### config.mk
export PLATFORM = sky130hd
export DESIGN_NAME = ram_sp_arbiter
export DESIGN_NICKNAME = d
export VERILOG_FILES = /design/src/rtl/ram_sp_arbiter_pkg.sv /design/src/rtl/ram_sp_arbiter_tag_pipe.sv /design/src/rtl/ram_sp_arbiter.sv
export SDC_FILE = /design/constraint.sdc
export NUM_CORES = 1
export LEC_CHECK = 0
export CAP_MARGIN = 20
export CORE_MARGIN = 3
export CORE_UTILIZATION = 24
export DETAILED_ROUTE_END_ITERATION = 8
export PLACE_DENSITY = 0.84
export RECOVER_POWER = 25
export SYNTH_ARGS = -nofsm -noshare
export SYNTH_HDL_FRONTEND = slang
export SYNTH_SLANG_ARGS = --single-unit
### constraint.sdc
create_clock -name i_clk -period 3 [get_ports i_clk]
set_input_delay 0.3 -clock i_clk [delete_from_list [all_inputs] [get_ports i_clk]]
set_output_delay 0.3 -clock i_clk [all_outputs]
set_load 0.05 [all_outputs]
### src/rtl/ram_sp_arbiter_pkg.sv
// Shared types for the two-requester single-port RAM arbiter.
// NUM_REQ is fixed at 2: round-robin reduces to a single last-granted bit.
package ram_sp_arbiter_pkg;

  localparam int NUM_REQ = 2;

  typedef logic req_id_t;

  typedef struct packed {
    logic    valid;
    req_id_t id;
  } rd_tag_t;

endpackage

### src/rtl/ram_sp_arbiter_tag_pipe.sv
// Read-tag delay line matching the RAM read latency; DEPTH cycles push-to-pop.
// No backpressure: one tag enters every cycle, bubbles carry valid = 0.
module ram_sp_arbiter_tag_pipe
  import ram_sp_arbiter_pkg::*;
#(
  parameter int DEPTH = 2
) (
  input  logic    clk,
  input  logic    sync_rst,
  input  rd_tag_t push_tag,
  output rd_tag_t pop_tag
);

  rd_tag_t stage [DEPTH];

  always_ff @(posedge clk) begin
    if (sync_rst) begin
      for (int i = 0; i < DEPTH; i++) stage[i] <= '0;
    end else begin
      stage[0] <= push_tag;
      for (int i = 1; i < DEPTH; i++) stage[i] <= stage[i-1];
    end
  end

  assign pop_tag = stage[DEPTH-1];

endmodule

### src/rtl/ram_sp_arbiter.sv
// Round-robin arbiter sharing one single-port RAM between a CSR bridge and an engine.
// Grant is same-cycle; write ack +1 cycle; read data +RAM_RD_LATENCY; losers hold i_req.
module ram_sp_arbiter
  import ram_sp_arbiter_pkg::*;
#(
  parameter int WORD_BIT_WIDTH      = 32,
  parameter int WORD_ADDR_BIT_WIDTH = 3,
  parameter int RAM_RD_LATENCY      = 2
) (
  input  logic                                             i_clk,
  input  logic                                             i_sync_rst,
  input  logic [NUM_REQ-1:0]                               i_req,
  output logic [NUM_REQ-1:0]                               o_gnt,
  input  logic [NUM_REQ-1:0]                               i_we,
  input  logic [NUM_REQ-1:0][WORD_ADDR_BIT_WIDTH-1:0]      i_word_addr,
  input  logic [NUM_REQ-1:0][WORD_BIT_WIDTH-1:0]           i_wr_data,
  input  logic [NUM_REQ-1:0][WORD_BIT_WIDTH/8-1:0]         i_wr_byte_en,
  output logic [NUM_REQ-1:0]                               o_rd_valid,
  output logic [WORD_BIT_WIDTH-1:0]                        o_rd_data,
  output logic [NUM_REQ-1:0]                               o_wr_ack,
  output logic                                             o_ram_we,
  output logic [WORD_ADDR_BIT_WIDTH-1:0]                   o_ram_word_addr,
  output logic [WORD_BIT_WIDTH-1:0]                        o_ram_wr_data,
  output logic [WORD_BIT_WIDTH/8-1:0]                      o_ram_wr_byte_en,
  input  logic [WORD_BIT_WIDTH-1:0]                        i_ram_rd_data
);

  if (!(RAM_RD_LATENCY == 1 || RAM_RD_LATENCY == 2)) begin : g_bad_latency
    $error("ram_sp_arbiter: RAM_RD_LATENCY must be 1 or 2");
  end
  if (WORD_BIT_WIDTH < 8 || (WORD_BIT_WIDTH & (WORD_BIT_WIDTH - 1)) != 0) begin : g_bad_width
    $error("ram_sp_arbiter: WORD_BIT_WIDTH must be a power of 2 and >= 8");
  end

  req_id_t              rr_last;
  req_id_t              sel;
  logic                 acc;
  logic [NUM_REQ-1:0]   wr_ack_q;
  rd_tag_t              push_tag;
  rd_tag_t              pop_tag;

  // On a tie the requester that did not win last time goes next.
  always_comb begin
    o_gnt = '0;
    if (!i_sync_rst) begin
      case (i_req)
        2'b01:   o_gnt = 2'b01;
        2'b10:   o_gnt = 2'b10;
        2'b11:   o_gnt = rr_last ? 2'b01 : 2'b10;
        default: o_gnt = '0;
      endcase
    end
  end

  assign acc = |o_gnt;
  assign sel = o_gnt[1];

  always_comb begin
    o_ram_we         = 1'b0;
    o_ram_word_addr  = '0;
    o_ram_wr_data    = '0;
    o_ram_wr_byte_en = '0;
    if (acc) begin
      o_ram_we         = i_we[sel];
      o_ram_word_addr  = i_word_addr[sel];
      o_ram_wr_data    = i_wr_data[sel];
      o_ram_wr_byte_en = i_wr_byte_en[sel];
    end
  end

  always_ff @(posedge i_clk) begin
    if (i_sync_rst) begin
      rr_last  <= 1'b1;
      wr_ack_q <= '0;
    end else begin
      if (acc) rr_last <= sel;
      wr_ack_q <= o_gnt & i_we;
    end
  end

  assign push_tag.valid = acc & ~i_we[sel];
  assign push_tag.id    = sel;

  ram_sp_arbiter_tag_pipe #(
    .DEPTH (RAM_RD_LATENCY)
  ) u_tag_pipe (
    .clk      (i_clk),
    .sync_rst (i_sync_rst),
    .push_tag (push_tag),
    .pop_tag  (pop_tag)
  );

  // Outputs are gated by reset so nothing leaks out during the reset cycle itself.
  always_comb begin
    o_rd_valid = '0;
    o_rd_data  = '0;
    if (!i_sync_rst && pop_tag.valid) begin
      o_rd_valid[pop_tag.id] = 1'b1;
      o_rd_data              = i_ram_rd_data;
    end
  end

  assign o_wr_ack = i_sync_rst ? '0 : wr_ack_q;

endmodule
==> impl_metrics.tcl, run 1 <==
set metrics [dict create \
    status "finished, final reports clean" \
    gp_congestion 0.754 \
    drive_above_1_share 0.241 \
    die_width_um 76.1 \
    numCtsBuffers 3 \
    cts_resized 0 \
    cts-root-buf "clkbuf_8" \
    die_y_um 76.1 \
    min_period_over_period 0.842 \
    drtIter0Drc 62 \
    critPathArrivalTime_ns 2.23 \
    rows 24 \
    area_growth_syn_to_layout_pct 183 \
    dp_cells 405 \
    clkSinkCount 7 \
    pre_cts_slack_ns 0.761 \
    worstMarginPinSlew_ns 1.20 \
    cp_slowest_cell "clkbuf_1" \
    hold_start "u_tag_pipe.stage[0][1]" \
    ant_nets 0 \
    ys_warn_count 0 \
    worstPathBufferInverterCount 3 \
    cts_max_level 1 \
    ys_seq_area_frac 0.119 \
    cts_buffer_depth 2 \
    ys_seq_elements 7 \
    syn-cell-area_um2 1180 \
    drt_drc_violations_left 0 \
    cap_violations 0 \
    rsz0062_at_grt "no" \
    critPathMaxFanout 13 \
    final_cell_mix "clkdlybuf4s50_1 (114), nor2_1 (42), a32oi_1 (40)" \
    ir_drop_mv 0.157 \
    final_cells 409 \
    leakagePower_uw 0.00136 \
    cp_slowest_stage_delay_ns 0.51 \
    antenna_found_initial 0 \
    portBuffers 193 \
    overflow 0 \
    coreArea_um2 4530 \
    min_path_cells 1 \
    synthCells 164 \
    slew_violations 0 \
    whs_endpoint "u_tag_pipe.stage[0][3]" \
    clock_skew_ns 0.00147 \
    grt_pass1_wl_mm 10.0 \
    critical_path.top_delay_family "buffers and inverters" \
    hpwl_mm 5.43 \
    timing.rr.end "u_tag_pipe.stage[0][1]" \
    r2r_cells 4 \
    crit_path_start "i_req[1]" \
    worstPathRequired_ns 2.70 \
    synth.distinct_cells 20 \
    grt_pass1_vias 1941 \
    postCtsSetupBuffers 0 \
    drt_wl_total_mm 6.50 \
    routedWlPerCell_um 15.9 \
    period_minus_slack_ns 2.53 \
    start_kind "primary input" \
    cp-end-kind "output pin" \
    hp-class "reg -> reg" \
    start_util 0.260 \
    holdBufCountCts 0 \
    r2r_start "rr_last" \
    cellPowerDensity_nw_per_um2 240 \
    fin_tns_setup_ns 0 \
    worstSkewPairLatency_ns 0.22 \
    nNetsFinal 461 \
    whs_ns 0.433 \
    fp.dieArea_um2 5790 \
    grt_max_degree 35 \
    fmax_ghz 0.396 \
    synth_nets 280 \
    setup_viol 0 \
    setup_ws_ns 0.473 \
    syn_avg_cell_area_um2 7.19 \
    diodes 0 \
    final_hold_viol_count 0 \
    cts_tree "done" \
    pin_count 194 \
    grt_util_all_layers 0.209 \
    first_pass_iters 4 \
    num_vias 1966 \
    maxSlewHeadroom 0.200 \
    via_per_inst 4.81 \
    path_class "in -> out" \
    path_cells "clkdlybuf4s50_1 -> nand2b_1 -> clkbuf_1 -> a32oi_1 -> nor2_1 -> buf_12" \
    ff2ff_setup_slack_ns 1.12 \
    final_common_cell "clkdlybuf4s50_1" \
    clk_pin_slew_ns 0.04 \
]
## metrics by stage
step | power (uW) | utilization | cell area, um2
global placement | 684 | 0.746 | 3380
finish | 801 | 0.735 | 3330
floorplan | 367 | - | 1180
detailed placement | 691 | 0.746 | 3380
CTS | 825 | 0.756 | 3430
global route | 841 | 0.735 | 3330
## routing by layer
layer | global-route usage | part of all wire | up-vias | wire, um
met5 | 0 | 0 | - | 0
met1 | 0.229 | 0.36 | 877 | 2320
met2 | 0.402 | 0.55 | 130 | 3550
met4 | 0.0236 | 0.0060 | 0 | 39
met3 | 0.0638 | 0.091 | 4 | 593
li1 | - | - | 955 | -
## area by class of cell
class                   instances  area [um2]
flip-flops and latches          7         140
repair buffers                200        2230
multi-input cells             133         842
clock buffers                   4        45.0
fillers                       346        1200
well taps                      65        81.3
## Yosys cell counts
| cell type | number | area share |
|---|---|---|
| clkbuf_1 | 5 | 0.016 |
| nor2b_2 | 1 | 0.0074 |
| dfxtp_1 | 7 | 0.12 |
| clkbuf_2 | 3 | 0.013 |
| nand2_2 | 1 | 0.0053 |
| buf_6 | 6 | 0.057 |
| nor2_1 | 42 | 0.13 |
| buf_8 | 4 | 0.051 |
| and2_1 | 34 | 0.18 |
| nand2b_1 | 2 | 0.011 |
| buf_4 | 1 | 0.0064 |
| o21ai_0 | 1 | 0.0042 |
| o31ai_1 | 1 | 0.0064 |
| nor3b_2 | 1 | 0.011 |
| nor2b_1 | 6 | 0.032 |
| buf_2 | 5 | 0.021 |
| and2b_1 | 1 | 0.0064 |
| a32oi_1 | 40 | 0.30 |
| nand2_1 | 2 | 0.0064 |
| a21boi_4 | 1 | 0.016 |
## kinds of logic after synthesis
logic type             Yosys count  share of synthesized area
DFF                              7                      0.119
AOI/OAI and AO/OA               43                      0.324
and+or+nand+nor                 90                      0.393
buffers and inverters           24                      0.165
## power by group
group,switching [uW],internal [uW],total (uW)
Combinational,276,293,569
Sequential,2.13,98.1,100
Clock,39.9,91.9,132
## state kept, by name, summed over array words and instances, names as in the netlist
signal and flops:
u_tag_pipe.stage 4, wr_ack_q 2, rr_last 1
## worst max path at each step
stage	end	slack, ns	depth (start not counted)
after floorplan	o_ram_word_addr[0]	1.18	5
after global placement	o_ram_wr_data[2]	0.82	6
after detailed placement	o_ram_wr_data[4]	0.76	6
after CTS	o_ram_wr_data[4]	0.76	6
after global routing	o_gnt[1]	0.30	4
final	o_ram_wr_data[21]	0.47	6
No activity file was read; power rests on OpenSTA's default activity.
==> run 2, diff against run 1 <==
Settings changed: CORE_UTILIZATION 24 to 20, PLACE_DENSITY 0.84 to 0.74.
Clock period 3 ns to 2.1 ns, I/O delays scaled along.
==> run 2 against run 1 <==
Net effect: global-route usage fell by 2.9 points; count of clock-buffer cells in the layout did not move; combinational power rose by 53%; critical path depth did not move; final cell count rose by 2.2%; cell area rose by 16%; first-iteration DRC count fell by 29%; hold slack got worse by 0.0011 ns; non-clock buffer count rose by 2; clock skew fell by 0.0013 ns; power rose by 50%; critical endpoint is now o_ram_wr_data[7]; largest power group unchanged.
==> impl_metrics.tcl, run 2 (synthesis gave the netlist of run 1 again) <==
set metrics [dict create \
    status "finished, final reports clean" \
    drtIter0Drc 44 \
    fp.dieArea_um2 6850 \
    ant_nets 0 \
    coreArea_um2 5610 \
    critPathMaxFanout 27 \
    drt_wl_total_mm 6.70 \
    critPathArrivalTime_ns 1.70 \
    worstSkewPairLatency_ns 0.22 \
    final_util 0.689 \
    cts_max_level 1 \
    clkSinkCount 7 \
    final_cell_mix "clkdlybuf4s50_1 (114), buf_12 (77), nor2_1 (42)" \
    cp_slowest_stage_delay_ns 0.50 \
    final_hold_viol_count 0 \
    routedWlPerCell_um 16.0 \
    grt_pass1_vias 1975 \
    cts_tree "done" \
    holdBufCountCts 0 \
    grt_max_degree 40 \
    cp_slowest_cell "clkdlybuf4s50_1" \
    cap_violations 0 \
    postCtsSetupBuffers 0 \
    nNetsFinal 463 \
    hpwl_mm 5.57 \
    rows 27 \
    fmax_ghz 0.524 \
    cts_buffer_depth 2 \
    die_y_um 82.8 \
    worstPathRequired_ns 1.89 \
    min_period_over_period 0.909 \
    fin_tns_setup_ns 0 \
    rsz0062_at_grt "no" \
    power.total_uw 1200 \
    cts-root-buf "clkbuf_8" \
    cellPowerDensity_nw_per_um2 311 \
    clk_pin_slew_ns 0.04 \
    top_regs "u_tag_pipe.stage: 4 flops, wr_ack_q: 2 flops, rr_last: 1 flops" \
    drive_above_1_share 0.263 \
    first_pass_iters 4 \
    slew_violations 0 \
    multi_input_area_um2 840 \
    area_growth_syn_to_layout_pct 228 \
    regMostFlops "u_tag_pipe.stage" \
    dp_cells 414 \
    maxSlewHeadroom 0.325 \
    period_minus_slack_ns 1.91 \
    worstMarginPinSlew_ns 1.01 \
    regArea_um2 140 \
    diodes 0 \
    r2r_cells 4 \
    overflow 0 \
    start_kind "primary input" \
    pin_count 194 \
    die_width_um 82.8 \
    ir_drop_mv 0.177 \
    grt_util_all_layers 0.179 \
    gp_congestion 0.725 \
    num_vias 2007 \
    via_per_inst 4.80 \
    setup_viol 0 \
    hp-class "reg -> reg" \
    whs_ns 0.432 \
    portBuffers 193 \
    leakagePower_uw 0.00149 \
    clock_skew_ns 0.000196 \
    cp-end-kind "output pin" \
    largest_reg_flops 4 \
    grt_pass1_wl_mm 9.57 \
    start_util 0.210 \
    path_class "in -> out" \
    drt_drc_violations_left 0 \
    min_path_cells 1 \
    final_common_cell "clkdlybuf4s50_1" \
    nFillCells 416 \
    antenna_found_initial 0 \
    path_cells "clkdlybuf4s50_1 -> a21boi_4 -> buf_4 -> a32oi_1 -> nor2_1 -> buf_12" \
    cts_resized 0 \
    final_cells 418 \
    numCtsBuffers 3 \
]
[run 2: path summary, 6_finish.rpt]
kind | startpoint | to | slack, ns
worst max-delay path | i_req[0] | o_ram_wr_data[7] | 0.19
worst min-delay path | u_tag_pipe.stage[0][0] | u_tag_pipe.stage[0][2] | 0.43
worst max register to register | rr_last | wr_ack_q[1] | 0.95
worst min register to register | u_tag_pipe.stage[0][0] | u_tag_pipe.stage[0][2] | 0.43
[run 2: area by class of cell]
type | count | area share
multi-input combinational | 133 | 0.217
sequential | 7 | 0.0363
clock buffer | 4 | 0.0117
timing repair buffer | 202 | 0.711
tap | 72 | 0.0233
[run 2: layer usage]
layer | track usage | vias up | part of all wire
met4 | 0.0229 | 0 | 0.0058
met3 | 0.0716 | 4 | 0.14
met1 | 0.195 | 920 | 0.34
met5 | 0 | - | 0
li1 | - | 956 | -
met2 | 0.333 | 127 | 0.52
[run 2: worst max-delay path, delay by kind of cell]
kind	cells	cell delay, ns
AO/OA/AOI/OAI	2	0.31
buffers and inverters	3	0.97
AND/OR/NAND/NOR	1	0.21
[run 2: power by group]
group          leakage (uW)  internal (uW)  switching [uW]
registers         0.0000575            140            2.90
clock network     0.0000228            131            54.8
logic               0.00141            467             405
total               0.00149            738             462
[run 2: stage by stage]
step	setup slack, ns	instance area, um2
floorplan	0.389	1180
global placement	0.245	3840
detailed placement	0.193	3840
CTS	0.195	3880
global route	0.102	3860
finish	0.192	3860
==> run 3, diff against run 2 <==
Settings changed: PLACE_DENSITY 0.74 to 0.76, SYNTH_HIERARCHICAL set to 1.
==> run 3 against run 2 <==
Net effect: routed wire length increased by 5.7%; combinational power down 4.7%; register-to-register slack lost 0.28 ns; maximum frequency fell by 3.1%; synthesized area shrank 3.3%; clock skew about the same; largest cell class unchanged; critical path type unchanged; non-clock buffer count is 3 lower; first-iteration DRC count fell by 2.3%.
==> impl_metrics.tcl, run 3 <==
set metrics [dict create \
    final_common_cell "clkdlybuf4s50_1" \
    clkSinkCount 7 \
    drt_drc_violations_left 0 \
    num_vias 1984 \
    hp-class "in -> reg" \
    async_flop_share 0 \
    final_cell_mix "clkdlybuf4s50_1 (113), buf_12 (78), nor2_1 (43)" \
    grt.busiest_layer "met2" \
    via_per_inst 4.78 \
    synth_edf_count 0 \
    worstSkewPairLatency_ns 0.22 \
    overflow 0 \
    critPathArrivalTime_ns 1.76 \
    rows 26 \
    syn-cell-area_um2 1140 \
    diodes 0 \
    drive_above_1_share 0.255 \
    worstMarginPinSlew_ns 0.787 \
    setup_viol 0 \
    numCtsBuffers 3 \
    maxSlewHeadroom 0.475 \
    ys_warn_count 6 \
    first_pass_iters 4 \
    fin_tns_setup_ns 0 \
    hpwl_mm 5.90 \
    synth_top_area_share 0.307 \
    nNetsFinal 462 \
    routedWlPerCell_um 17.1 \
    grtUsageMet2 0.374 \
    grt_util_all_layers 0.198 \
    synth_top_cell_by_area "a32oi_1" \
    synth_area_leaders "a32oi_1 (31%), and2_1 (18%), nor2_1 (14%)" \
    cts_tree "done" \
    critPathMaxFanout 41 \
    grt_pass1_vias 1904 \
    die_y_um 81.5 \
    grt_pass1_wl_mm 10.1 \
    ys_seq_area_frac 0.123 \
    syn_avg_cell_area_um2 6.83 \
    top_regs "u_tag_pipe/stage: 4 flops, wr_ack_q: 2 flops, rr_last: 1 flops" \
    path_class "in -> out" \
    antenna_found_initial 0 \
    leakagePower_uw 0.00148 \
    min_period_over_period 0.937 \
    synthCells 167 \
    start_util 0.215 \
    slew_violations 0 \
    fmax_ghz 0.508 \
    ant_nets 0 \
    grt_use_met3 0.0702 \
    cp-end-kind "output pin" \
    synth.distinct_cells 16 \
    largest_reg_flops 4 \
    yosysMostFrequentCell "nor2_1" \
    gp_congestion 0.783 \
    synth_nets 283 \
    rsz0062_at_grt "no" \
    worstPathRequired_ns 1.89 \
    drt_wl_total_mm 7.08 \
    setup_ws_ns 0.131 \
    holdBufCountCts 0 \
    cts_resized 0 \
    ys_seq_elements 7 \
    start_kind "primary input" \
    pin_count 194 \
    clk_pin_slew_ns 0.04 \
    regMostFlops "u_tag_pipe/stage" \
    clock_skew_ns 0.000165 \
    postCtsSetupBuffers 0 \
    cellPowerDensity_nw_per_um2 299 \
    portBuffers 193 \
    synthTopCellsByCount "nor2_1 (43), a32oi_1 (40), and2_1 (33)" \
    die_width_um 81.5 \
    met1_usage 0.208 \
    status "finished, final reports clean" \
    cts_buffer_depth 2 \
    cts-root-buf "clkbuf_8" \
    final_hold_viol_count 0 \
    cap_violations 0 \
    drtIter0Drc 43 \
    synth_ff_type "dfxtp_1" \
    fp.dieArea_um2 6640 \
    coreArea_um2 5300 \
    whs_ns 0.349 \
    nFillCells 377 \
    cts_max_level 1 \
    grt_max_degree 43 \
    pre_cts_slack_ns 0.219 \
    ir_drop_mv 0.351 \
    period_minus_slack_ns 1.97 \
    area_growth_syn_to_layout_pct 238 \
]
-- run 3: changes by cell type after synthesis, moves of 2 or more --
cell,previous run,this run
buf_8,4,0
nand2_1,2,4
buf_4,1,3
buf_2,5,10
clkbuf_2,3,0
nor3b_1,0,2
-- run 3: routing by layer --
metal  wire (um)  share of wire  up-vias
li1            -              -      960
met3         893           0.13        4
met1        2360           0.33      909
met5           0              0        -
met2        3790           0.53      111
met4          34         0.0048        0
-- run 3: where the power goes --
group          internal [uW]  switching [uW]  total, uW
combinational            447             384        831
clock                    131            50.7        181
sequential               139            2.57        141
-- run 3: stage by stage --
stage / instance area, um2 / total power [uW] / util / std cells
finish: 3860 / 1150 / 0.727 / 415
global route: 3860 / 1210 / 0.727 / 415
CTS: 3870 / 1170 / 0.730 / 415
detailed placement: 3820 / 983 / 0.721 / 411
global placement: 3820 / 971 / 0.721 / 411
floorplan: 1140 / 489 / - / 167
-- run 3: final cells by class --
type	count	area [um2]	area share
Clock buffer	4	45.0	0.0117
Multi-Input combinational cell	135	845	0.219
Sequential cell	7	140	0.0363
Tap cell	70	87.6	0.0227
Timing Repair Buffer	199	2740	0.710
-- run 3: final timing paths --
path / startpoint / end / slack, ns / cells past startpoint
worst max register to register: rr_last / u_tag_pipe/stage[0][1] / 0.67 / 5
worst min-delay path: i_sync_rst / u_tag_pipe/stage[0][0] / 0.35 / 2
worst max-delay path: i_req[0] / o_ram_wr_data[17] / 0.13 / 6
worst min register to register: u_tag_pipe/stage[0][1] / u_tag_pipe/stage[0][3] / 0.44 / 1
-- run 3: logic make-up after synthesis --
kind of cell	count (synthesis)	synth area share
AOI/OAI and AO/OA	43	0.328
buffers and inverters	25	0.143
DFF	7	0.123
and+or+nand+nor	92	0.406
-- run 3: critical path, stage by stage --
cell and delay [ns]:
dlygate4sd3_1 0.62, a21boi_4 0.20, buf_12 0.22, a32oi_1 0.09
nor2_1 0.21, buf_12 0.18
